==> src/rtl/tournament_branch_predictor_pkg.sv <==
// Shared types, opcode constants and small helpers for the tournament branch predictor.
package bpred_pkg;

    typedef enum logic [1:0] {
        PredSnt = 2'b00,
        PredWnt = 2'b01,
        PredWt  = 2'b10,
        PredSt  = 2'b11
    } prediction_t;

    // Meta fields are sized for the largest supported configuration; upper bits stay zero.
    localparam int unsigned MaxGhrBits    = 16;
    localparam int unsigned MaxRasPtrBits = 8;

    typedef struct packed {
        prediction_t                local_st;
        prediction_t                global_st;
        logic [MaxGhrBits-1:0]      ghr;
        logic [MaxRasPtrBits-1:0]   ras_ptr;
        logic [MaxRasPtrBits:0]     ras_cnt;
        logic                       chose_global;
    } bpred_meta_t;

    localparam logic [6:0] OpcBranch = 7'b1100011;
    localparam logic [6:0] OpcJal    = 7'b1101111;
    localparam logic [6:0] OpcJalr   = 7'b1100111;

    typedef struct packed {
        logic branch;
        logic jump;
        logic call;
        logic ret;
    } ctrl_t;

    function automatic logic is_link(input logic [4:0] r);
        return (r == 5'd1) || (r == 5'd5);
    endfunction

    function automatic ctrl_t decode(input logic [31:0] inst);
        ctrl_t c;
        logic  jal;
        logic  jalr;
        jal      = (inst[6:0] == OpcJal);
        jalr     = (inst[6:0] == OpcJalr);
        c.branch = (inst[6:0] == OpcBranch);
        c.jump   = jal || jalr;
        c.call   = c.jump && is_link(inst[11:7]);
        c.ret    = jalr && is_link(inst[19:15]) && (inst[19:15] != inst[11:7]);
        return c;
    endfunction

    function automatic prediction_t sat_step(input prediction_t c, input logic up);
        logic [1:0] v;
        v = c;
        if (up && v != 2'b11) begin
            v = v + 2'd1;
        end else if (!up && v != 2'b00) begin
            v = v - 2'd1;
        end
        return prediction_t'(v);
    endfunction

endpackage

==> src/rtl/ras_stack.sv <==
// Circular return address stack with speculative push/pop/replace and pointer restore.
module ras_stack #(
    parameter int unsigned RAS_DEPTH = 8,
    parameter int unsigned PTR_BITS  = $clog2(RAS_DEPTH)
) (
    input  logic                clk,
    input  logic                rst,
    input  logic                push,
    input  logic                pop,
    input  logic [31:0]         push_addr,
    input  logic                restore,
    input  logic [PTR_BITS-1:0] restore_ptr,
    input  logic [PTR_BITS:0]   restore_cnt,
    output logic [31:0]         top,
    output logic [PTR_BITS-1:0] ptr,
    output logic [PTR_BITS:0]   cnt
);

    localparam logic [PTR_BITS:0] Full = (PTR_BITS + 1)'(RAS_DEPTH);

    logic [31:0]         stack_q [RAS_DEPTH];
    logic [PTR_BITS-1:0] ptr_q, ptr_d, base_ptr, wr_ptr;
    logic [PTR_BITS:0]   cnt_q, cnt_d, base_cnt;
    logic                wr_en;

    // ptr_q names the next free slot; the top of stack sits just below it.
    always_comb begin
        base_ptr = restore ? restore_ptr : ptr_q;
        base_cnt = restore ? restore_cnt : cnt_q;
        ptr_d    = base_ptr;
        cnt_d    = base_cnt;
        wr_en    = 1'b0;
        wr_ptr   = base_ptr;
        if (push && pop && base_cnt != '0) begin
            wr_en  = 1'b1;
            wr_ptr = base_ptr - 1'b1;
        end else if (push) begin
            wr_en = 1'b1;
            ptr_d = base_ptr + 1'b1;
            if (base_cnt != Full) begin
                cnt_d = base_cnt + 1'b1;
            end
        end else if (pop && base_cnt != '0) begin
            ptr_d = base_ptr - 1'b1;
            cnt_d = base_cnt - 1'b1;
        end
    end

    always_ff @(posedge clk or negedge rst) begin
        if (!rst) begin
            ptr_q <= '0;
            cnt_q <= '0;
        end else begin
            ptr_q <= ptr_d;
            cnt_q <= cnt_d;
        end
    end

    always_ff @(posedge clk) begin
        if (wr_en) begin
            stack_q[wr_ptr] <= push_addr;
        end
    end

    assign top = stack_q[ptr_q - 1'b1];
    assign ptr = ptr_q;
    assign cnt = cnt_q;

endmodule

==> src/rtl/tournament_branch_predictor.sv <==
// Tournament predictor: local/gshare PHTs with per-entry chooser, tagged BTB and a RAS.
module tournament_branch_predictor
    import bpred_pkg::*;
#(
    parameter int unsigned INDEX_BITS = 5,
    parameter int unsigned GHR_BITS   = 4,
    parameter int unsigned RAS_DEPTH  = 8
) (
    input  logic        clk,
    input  logic        rst,
    input  logic        lookup_valid,
    input  logic        lookup_advance,
    input  logic [31:0] lookup_pc,
    input  logic [31:0] lookup_inst,
    output logic        pred_taken,
    output logic [31:0] pred_target,
    output logic [1:0]  pred_state,
    output bpred_meta_t pred_meta,
    input  logic        upd_valid,
    input  logic [31:0] upd_pc,
    input  logic [31:0] upd_inst,
    input  logic        upd_taken,
    input  logic [31:0] upd_target,
    input  logic        upd_mispredict,
    input  bpred_meta_t upd_meta
);

    localparam int unsigned Entries = 1 << INDEX_BITS;
    localparam int unsigned TagBits = 30 - INDEX_BITS;
    localparam int unsigned PtrBits = $clog2(RAS_DEPTH);

    prediction_t         local_pht  [Entries];
    prediction_t         global_pht [Entries];
    prediction_t         chooser    [Entries];
    logic                btb_valid  [Entries];
    logic [TagBits-1:0]  btb_tag    [Entries];
    logic [31:0]         btb_target [Entries];
    logic [GHR_BITS-1:0] ghr_q;

    logic [31:0]         ras_top;
    logic [PtrBits-1:0]  ras_ptr;
    logic [PtrBits:0]    ras_cnt;
    logic                ras_push, ras_pop, ras_restore;
    logic [31:0]         ras_addr;

    ctrl_t               lk, up;
    logic [INDEX_BITS-1:0] l_idx, l_gidx, u_idx, u_gidx;
    prediction_t         chosen;
    logic                btb_hit;
    logic                unused_meta;

    assign lk     = decode(lookup_inst);
    assign up     = decode(upd_inst);
    assign l_idx  = lookup_pc[INDEX_BITS+1:2];
    assign l_gidx = l_idx ^ INDEX_BITS'(ghr_q);
    assign u_idx  = upd_pc[INDEX_BITS+1:2];
    assign u_gidx = u_idx ^ INDEX_BITS'(upd_meta.ghr[GHR_BITS-1:0]);

    always_comb begin
        chosen      = chooser[l_idx][1] ? global_pht[l_gidx] : local_pht[l_idx];
        btb_hit     = btb_valid[l_idx] && (btb_tag[l_idx] == lookup_pc[31:INDEX_BITS+2]);
        pred_taken  = 1'b0;
        pred_target = lookup_pc + 32'd4;
        pred_state  = PredWnt;
        if (lookup_valid) begin
            if (lk.branch) begin
                pred_state = chosen;
                if (chosen[1] && btb_hit) begin
                    pred_taken  = 1'b1;
                    pred_target = btb_target[l_idx];
                end
            end else if (lk.ret && ras_cnt != '0) begin
                pred_taken  = 1'b1;
                pred_target = ras_top;
                pred_state  = PredSt;
            end else if (lk.jump && btb_hit) begin
                pred_taken  = 1'b1;
                pred_target = btb_target[l_idx];
                pred_state  = PredSt;
            end
        end
    end

    assign pred_meta = '{
        local_st:     local_pht[l_idx],
        global_st:    global_pht[l_gidx],
        ghr:          MaxGhrBits'(ghr_q),
        ras_ptr:      MaxRasPtrBits'(ras_ptr),
        ras_cnt:      (MaxRasPtrBits + 1)'(ras_cnt),
        chose_global: chooser[l_idx][1]
    };

    // A mispredict rewinds the RAS pointer and replays the resolved op, overriding IF.
    always_comb begin
        ras_restore = upd_valid && upd_mispredict;
        if (ras_restore) begin
            ras_push = up.call;
            ras_pop  = up.ret;
            ras_addr = upd_pc + 32'd4;
        end else begin
            ras_push = lookup_valid && lookup_advance && lk.call;
            ras_pop  = lookup_valid && lookup_advance && lk.ret;
            ras_addr = lookup_pc + 32'd4;
        end
    end

    ras_stack #(
        .RAS_DEPTH (RAS_DEPTH),
        .PTR_BITS  (PtrBits)
    ) u_ras (
        .clk         (clk),
        .rst         (rst),
        .push        (ras_push),
        .pop         (ras_pop),
        .push_addr   (ras_addr),
        .restore     (ras_restore),
        .restore_ptr (upd_meta.ras_ptr[PtrBits-1:0]),
        .restore_cnt (upd_meta.ras_cnt[PtrBits:0]),
        .top         (ras_top),
        .ptr         (ras_ptr),
        .cnt         (ras_cnt)
    );

    always_ff @(posedge clk or negedge rst) begin
        if (!rst) begin
            for (int i = 0; i < Entries; i++) begin
                local_pht[i]  <= PredWnt;
                global_pht[i] <= PredWnt;
                chooser[i]    <= PredWnt;
                btb_valid[i]  <= 1'b0;
                btb_tag[i]    <= '0;
                btb_target[i] <= '0;
            end
            ghr_q <= '0;
        end else if (upd_valid) begin
            if (up.branch) begin
                local_pht[u_idx]   <= sat_step(upd_meta.local_st, upd_taken);
                global_pht[u_gidx] <= sat_step(upd_meta.global_st, upd_taken);
                ghr_q              <= {ghr_q[GHR_BITS-2:0], upd_taken};
                if (upd_meta.local_st[1] != upd_meta.global_st[1]) begin
                    chooser[u_idx] <= sat_step(chooser[u_idx],
                                               upd_meta.global_st[1] == upd_taken);
                end
            end
            if (upd_taken) begin
                btb_valid[u_idx]  <= 1'b1;
                btb_tag[u_idx]    <= upd_pc[31:INDEX_BITS+2];
                btb_target[u_idx] <= upd_target;
            end
        end
    end

    assign unused_meta = ^{upd_meta.ghr, upd_meta.ras_ptr, upd_meta.ras_cnt,
                           upd_meta.chose_global};

endmodule
==> config.mk <==
export PLATFORM = sky130hd
export DESIGN_NAME = tournament_branch_predictor
export DESIGN_NICKNAME = d
export VERILOG_FILES = /design/src/rtl/tournament_branch_predictor_pkg.sv /design/src/rtl/ras_stack.sv /design/src/rtl/tournament_branch_predictor.sv
export SDC_FILE = /design/constraint.sdc
export NUM_CORES = 2
export LEC_CHECK = 0
export BUFFER_PORTS_ARGS = -buffer_cell sky130_fd_sc_hd__buf_2
export CAP_MARGIN = 20
export CELL_PAD_IN_SITES_DETAIL_PLACEMENT = 0
export CELL_PAD_IN_SITES_GLOBAL_PLACEMENT = 1
export CORE_UTILIZATION = 50
export DETAILED_ROUTE_END_ITERATION = 10
export GPL_ROUTABILITY_DRIVEN = 0
export HOLD_SLACK_MARGIN = 0.05
export MAX_ROUTING_LAYER = met4
export PLACE_DENSITY = 0.84
export RECOVER_POWER = 50
export SLEW_MARGIN = 15
export SYNTH_ARGS = -nofsm -noshare
export SYNTH_HDL_FRONTEND = slang
export SYNTH_SLANG_ARGS = --single-unit
export TNS_END_PERCENT = 5
==> constraint.sdc <==
create_clock -name clk -period 4.94 [get_ports clk]
set_input_delay 0.494 -clock clk [delete_from_list [all_inputs] [get_ports clk]]
set_output_delay 0.494 -clock clk [all_outputs]
set_load 0.01 [all_outputs]
Word level (Yosys, flattened, before mapping)
Memory sizes are Yosys's and may differ from the RTL's.
Cells that the tools add are included.
W data, S select, Z words.
{ "word_totals": {"regBits": 2059, "latch_bits": 0, "ram_bits": 256, "rom_bits": 0, "inputBits": 205, "output_inout_bits": 73, "wordCells": 367, "n_memories": 1} }
{ "memory_table": {"columns": ["name", "depth", "word_bits", "rd", "rd_clocked_by_memory_dff", "write_ports", "line_no", "rtl"], "rows": [
  ["u_ras.stack_q", 8, 32, 1, 0, 1, "ras_stack.sv:21", "logic [31:0] stack_q [RAS_DEPTH];"]
]} }
{ "classes": {"add_sub_neg": 13, "n_mul": 0, "div_mod_pow": 0, "n_lt_le_gt_ge": 6, "eq_ne": 23, "n_shift": 0, "n_mux": 81, "bitwise_logic": 7, "n_reduce_logical": 41} }
{ "op_table": {"columns": ["op", "count"], "rows": [
  ["$bwmux W1024", 1],
  ["$bwmux W800", 1],
  ["$mux W32", 9],
  ["$bwmux W64", 3],
  ["$bmux W32 S5", 1],
  ["$demux W32 S5", 1],
  ["$bmux W25 S5", 1],
  ["$demux W25 S5", 1],
  ["$mux W25", 3],
  ["$add A32 B3 Y32 const B", 2],
  ["$mux W2", 28],
  ["$eq A7 B7 Y1 const B", 6],
  ["$bmux W2 S5", 4],
  ["$or A32 B32 Y32", 1],
  ["$eq A25 B25 Y1", 1],
  ["$logic_and A1 B1 Y1", 25],
  ["$ge A6 B6 Y1 const B", 4],
  ["$not A5 Y6", 4],
  ["$demux W2 S5", 2],
  ["$eq A5 B1 Y1 const B", 4],
  ["$eq A5 B3 Y1 const B", 4],
  ["$mux W4", 5],
  ["$mux W3", 5],
  ["$mux W1", 14],
  ["21 further kinds", 41]
]} }

Depth between registers and ports, before layout
{ "logic_depth": {"depth_word": 12, "ltp_mapped": 18, "ltp_nobuf": 10} }

By module
Synthesis repeated with hierarchy kept, for this count alone.
{ "hier_totals": {"cells_unflattened": 7487, "hier_area_um2": 107182.8} }
{ "modules_own_cells": {"columns": ["module", "instances", "cells_each", "area_per_inst_um2", "seq_area_each_um2"], "rows": [
  ["tournament_branch_predictor", 1, 7027, 96806.6, 51469.4],
  ["ras_stack", 1, 460, 10376.2, 7862.5]
]} }

Least setup slack after synthesis
No wires, ideal clock.
{ "synth_path": {"path_type": "input-to-reg", "start": "input upd_valid", "end": "memory u_ras.stack_q[3][0] (enable)", "setup_ps": 421, "arrival_time_ps": 4306, "setup_slack_ps": 213, "path_stages": 13, "n_path_buf": 4, "cell_sequence": "clkbuf_1 and2_1 clkbuf_1 clkbuf_1 mux2i_1 ha_1 nand2_1 o21ai_0 clkbuf_1 nand2_1 o21ai_0 nand2_1 nor2_1"} }
{ "synth_via": {"elab_chain_cells": 7, "word_cells_on_any_way": 14, "cone_classes": "add/sub (1); mux (9); reduce/logical (4)"} }
{ "synth_rtl": {"columns": ["element", "line_no", "rtl"], "rows": [
  ["from (decl)", "tournament_branch_predictor.sv:19", "input logic upd_valid,"],
  ["$logic_and A1 B1 Y1 (*)", "tournament_branch_predictor.sv:95", "ras_restore = upd_valid && upd_mispredict;"],
  ["$mux W4 or $mux W1 (tied branches)", "ras_stack.sv:29, tournament_branch_predictor.sv:96", null],
  ["$reduce_bool A4 Y1 or $logic_and A1 B1 Y1 (tied branches)", "ras_stack.sv:34", "if (push && pop && base_cnt != '0) begin"],
  ["$logic_and A1 B1 Y1", "ras_stack.sv:34", null],
  ["$mux W1", "ras_stack.sv:34", null],
  ["$mux W1", "ras_stack.sv:60", "if (wr_en) begin"],
  ["$mux W1 (not written as such)", "ras_stack.sv:61", "stack_q[wr_ptr] <= push_addr;"],
  ["to (decl)", "ras_stack.sv:21", null]
]} }
Every way passes the cells marked *; elsewhere a longest branch is shown, timed or not.

Final worst setup path
{ "layout_path": {"start": "register btb_tag[176] in the netlist's numbering", "end": "output pred_target[2]"} }
{ "layout_via": {"elab_chain_cells": 10, "word_cells_on_any_way": 12, "cone_classes": "eq/ne (1); mux (8); reduce/logical (3)"} }
{ "layout_rtl": {"columns": ["element", "line_no", "rtl"], "rows": [
  ["from (decl)", "tournament_branch_predictor.sv:36", "logic [TagBits-1:0] btb_tag [Entries];"],
  ["from (signal, indexed assignment)", "tournament_branch_predictor.sv:147", "btb_tag[u_idx] <= upd_pc[31:INDEX_BITS+2];"],
  ["$bmux W25 S5 (*)", "tournament_branch_predictor.sv:61", "btb_hit = btb_valid[l_idx] && (btb_tag[l_idx] == lookup_pc[31:INDEX_BITS+2]);"],
  ["$mux W25 (not written as such) (*) (2 in series)", "tournament_branch_predictor.sv:61", null],
  ["$eq A25 B25 Y1 (*)", "tournament_branch_predictor.sv:61", null],
  ["$logic_and A1 B1 Y1 (*)", "tournament_branch_predictor.sv:61", null],
  ["$logic_and A1 B1 Y1", "tournament_branch_predictor.sv:76", "end else if (lk.jump && btb_hit) begin"],
  ["$mux W32", "tournament_branch_predictor.sv:76", null],
  ["$mux W32", "tournament_branch_predictor.sv:72", "end else if (lk.ret && ras_cnt != '0) begin"],
  ["$mux W32 (*)", "tournament_branch_predictor.sv:66", "if (lk.branch) begin"],
  ["$mux W32 (*)", "tournament_branch_predictor.sv:65", "if (lookup_valid) begin"],
  ["to (decl)", "tournament_branch_predictor.sv:16", "output logic [31:0] pred_target,"]
]} }
Every way passes the cells marked *; elsewhere a longest branch is shown, timed or not. The select of a mux whose other input is x is not followed.

==> summary.md <==
| Metric | Value |
|---|---|
| Chip Height | 465 µm |
| Aggregate global-route resource usage | 29.0% |
| Dpl hpwl | 184 mm |
| Main area contributors after synthesis | dfrtp_1 (46%), mux2_2 (21%), mux4_2 (12%) |
| Vias per cell | 6.30 |
| Io pins | 278 |
| Fin. max-slew vios | 1098 |
| Non-Filler Instances | roughly 10k |
| Power Density | 388 nW/µm² |
| Maxcap violations | 22 |
| Failing checks | DRC, capacitance limit, slew limit, setup timing |
| Register share of total power | 47.5% |
| Post-route cell area | 121000 µm² |
| Grt total ovfl | 0 |
| Nets@finish | 7393 |
| Mux contribution to synthesized area | 35.3% |
| Final worst setup slack | -164 ps |
| Multi-input gate area | roughly 45000 µm² |
| Maximum clock frequency | just under 200 MHz |
| Worst Path Buf+Inv | 3 |
| H-tree Lvls | 4 |
| Worst vdd ir | 0.435 mV |
| Clock latency on the worst-skew pair | 890 ps |
| RSZ-0062 raised after global routing | yes |
| Total power | 47100 µW |
| Synth warn | 0 |
| Seq. cell area | 59300 µm² |
| Compound-Gate Fraction of Synth Area | under 10% |
| Outcome | finished, violations left |
| Worst slew margin | -152% |
| IO buf count | 202 |
| #FFs+latches synth | 2315 |
| Vias in the first global route | between 60k and 70k |
| Layout cell share with drive strength beyond 1 | 51.2% |
| Comb power frac | roughly 14% |
| Met1 usage | 38.4% |
| Filler cells | approximately 16k |
| DRT antenna net count | 0 |
| Die ar. | 216000 µm² |
| Met2 GRT Util | 44.0% |
| Main flop type after synthesis | dfrtp_1 |
| Avg Inst Size Synth | 15.3 µm² |
| CP Capture Type | output port |
| Dpl cell area | 113000 µm² |
| Post-Place Worst Slack | -664 ps |
| Switch share | between 20% and 30% |
| Largest area contributor in the netlist | dfrtp_1 |
| Int Pwr | 35300 µW |
| Slowest CP cell | or4_4 |
| Clock sinks | 2315 |
| Crit path max-delay family | compound AO/OA/AOI/OAI gates |
| Crit path kind | reg -> out |
| Number of DRC markers in iteration 0 | 6828 |
| Crit path cell chain | mux4_2, mux2_2, a221oi_2, buf_4, nor3_2, a211oi_2, nand4b_1, or4_4, a21o_1, a221o_1, o21bai_1, buf_4, buf_6 |
| Std-Cell Rows | 169 |
| Num CTS Buffers | about 220 |
| Die width | 465 µm |
| Initial antenna violation count | 27 |
| EDFF count, synth | 256 |
| CTS max path bufs | 3 |
| Critical Path AT | 4610 ps |
| Top Usage Layer GRT | met2 |
| HP Class | in -> reg |
| Fin crit period | 5100 ps |
| Synth Area in Simple Gates | 3.02% |
| Final setup vio count | 43 |
| Clock power share | 38.1% |
| Core area | about 210000 µm² |
| Period utilization | 103% |
| Area of the mapped netlist | roughly 110000 µm² |
| Adder-Cell Fraction of Synth Area | 0.187% |
| Startpoint Class | flip-flop |
| Most frequent cell after synthesis | mux2_2 |
| Final hold violation count | 0 |
| Worst-path clk slew | 60 ps |
| 1st-pass router iterations | 9 |
| Post-synthesis xor/xnor area fraction | 0.720% |
| Placed cell count | between 9k and 10k |
| Setup TNS | -3000 ps |
| Layout Skew | 38.3 ps |
| Wire per inst | 29.5 µm |
| Critical path data required time | 4450 ps |
| Vias | 64.3k |
| Netlist cell types | 77 |
| Largest net degree at the start of global routing | 164 |
| Leak Pwr | 0.0537 µW |
| Register area share after synthesis | 55.4% |
| Global-route wire length before repair | around 450 mm |
| CTS tree | done |
| Grt met3 use | 6.44% |
| Yosys top cell area share | 45.9% |
| Post-synth top cells | mux2_2 (2014), dfrtp_1 (1963), mux4_2 (594) |
| Ys async rst share | 88.9% |
| DRC | 76 |
| Initial Utilization | around 50% |
| Final WL | 301 mm |
| Largest family of logic cells by synthesized area | multiplexers |
| Worst path max stage delay | ~540 ps |
| Switching power of the nets | 11800 µW |
| Root buf cell | clkbuf_16 |
| Post-Synthesis Cells | 6979 |
| CP max FO | 4 |
| Worst Max-Slew Pin Slew | 3770 ps |
| P&R area growth vs syn | 13.3% |
| Most common cell on crit path | buf_4 |
cells in the final DEF, fill, tap and decap left out, types with 25 or more instances in the layout:
cell / instances
dfrtp_1: 1962
o221ai_1: 35
a22oi_1: 26
clkbuf_1: 87
xnor2_1: 52
mux2_2: 2013
nand3_1: 77
o21ai_0: 62
and3_1: 30
nor2_1: 104
clkbuf_16: 229
buf_2: 188
a21oi_1: 50
nor2_4: 34
mux4_2: 594
xor2_1: 29
dfstp_2: 96
a22o_1: 25
diode_2: 25
nand2_1: 303
mux2i_1: 168
inv_1: 55
or2_2: 33
nor3_1: 25
buf_12: 75
clkbuf_8: 44
buf_4: 259
clkinv_2: 38
edfxtp_1: 256
stage by stage:
stage | hold WS, ps | util, %
finish | 137 | 57.1
global route | 141 | 57.1
CTS | 64.5 | 57.2
detailed placement | 450 | 53.4
global placement | 446 | 53.4
floorplan | 198 | -
area by class of cell:
cell class | count | share of cell area (%)
clock inverters | 86 | 0.983
inverters | 58 | 0.186
repair buffers | 600 | 4.04
clock buffers | 334 | 5.42
diodes | 25 | 0.0516
well taps | 2821 | 2.91
multi-input cells | 3973 | 37.5
flip-flops and latches | 2315 | 48.9
final timing paths:
path | to | depth (start not counted) | slack, ps | from
worst max-delay path | pred_target[2] | 13 | -160 | btb_tag[176]
worst min-delay path | u_ras.stack_q[3][1] | 3 | 140 | lookup_pc[1]
worst max register to register | u_ras.stack_q[6][11] | 10 | 1390 | u_ras.cnt[0]
worst min register to register | btb_valid[10] | 1 | 460 | btb_valid[10]
max in group asynchronous | btb_tag[673] | 3 | 360 | rst
min in group asynchronous | btb_tag[335] | 2 | 1310 | rst
routing by layer:
layer	vias up	routed length (µm)	share of wire [%]
met3	642	26000	8.6
met2	2665	141000	47
met1	34608	122000	40
met5	-	0	0
met4	0	12000	4.0
li1	26375	-	-
flip-flops by register name (all words and copies together) (netlist names):
signal and count:
ghr_q 4, u_ras.stack_q 256, local_pht 64, u_ras.ptr 3
btb_target 1024, btb_tag 800, btb_valid 32, global_pht 64
chooser 64, u_ras.cnt 4
power groups by stage:
stage	logic (µW)	registers, µW	clock network, µW
final	6800	22400	18000
after global placement	6520	22500	0
after floorplan	4610	22300	0
after global routing	7260	22600	18900
after CTS	6810	22400	18200
after detailed placement	6730	22700	0
cell families after synthesis:
logic type,after synthesis
muxes,2780
DFF,2315
buffers and inverters,712
and+or+nand+nor,699
AOI/OAI and AO/OA,368
xor gates and xnor gates,88
adders and majority gates,16
other,1
worst reg2reg max path: cells and delay by family (launching register included):
family / cells / cell delay [ps]
xor gates and xnor gates: 1 / 270
muxes: 1 / 360
DFF: 1 / 410
and+or+nand+nor: 3 / 1090
adders and majority gates: 1 / 310
AOI/OAI and AO/OA: 1 / 140
buffers and inverters: 3 / 670
repair_timing:
item	CTS	global route
resized for setup	64	21
hold buffers	9	0
setup buffers	5	0
endpoints found under the hold margin	97	0
endpoints found under the setup margin	34	34
pin swaps	24	5
(Power assumes the default switching activity.)
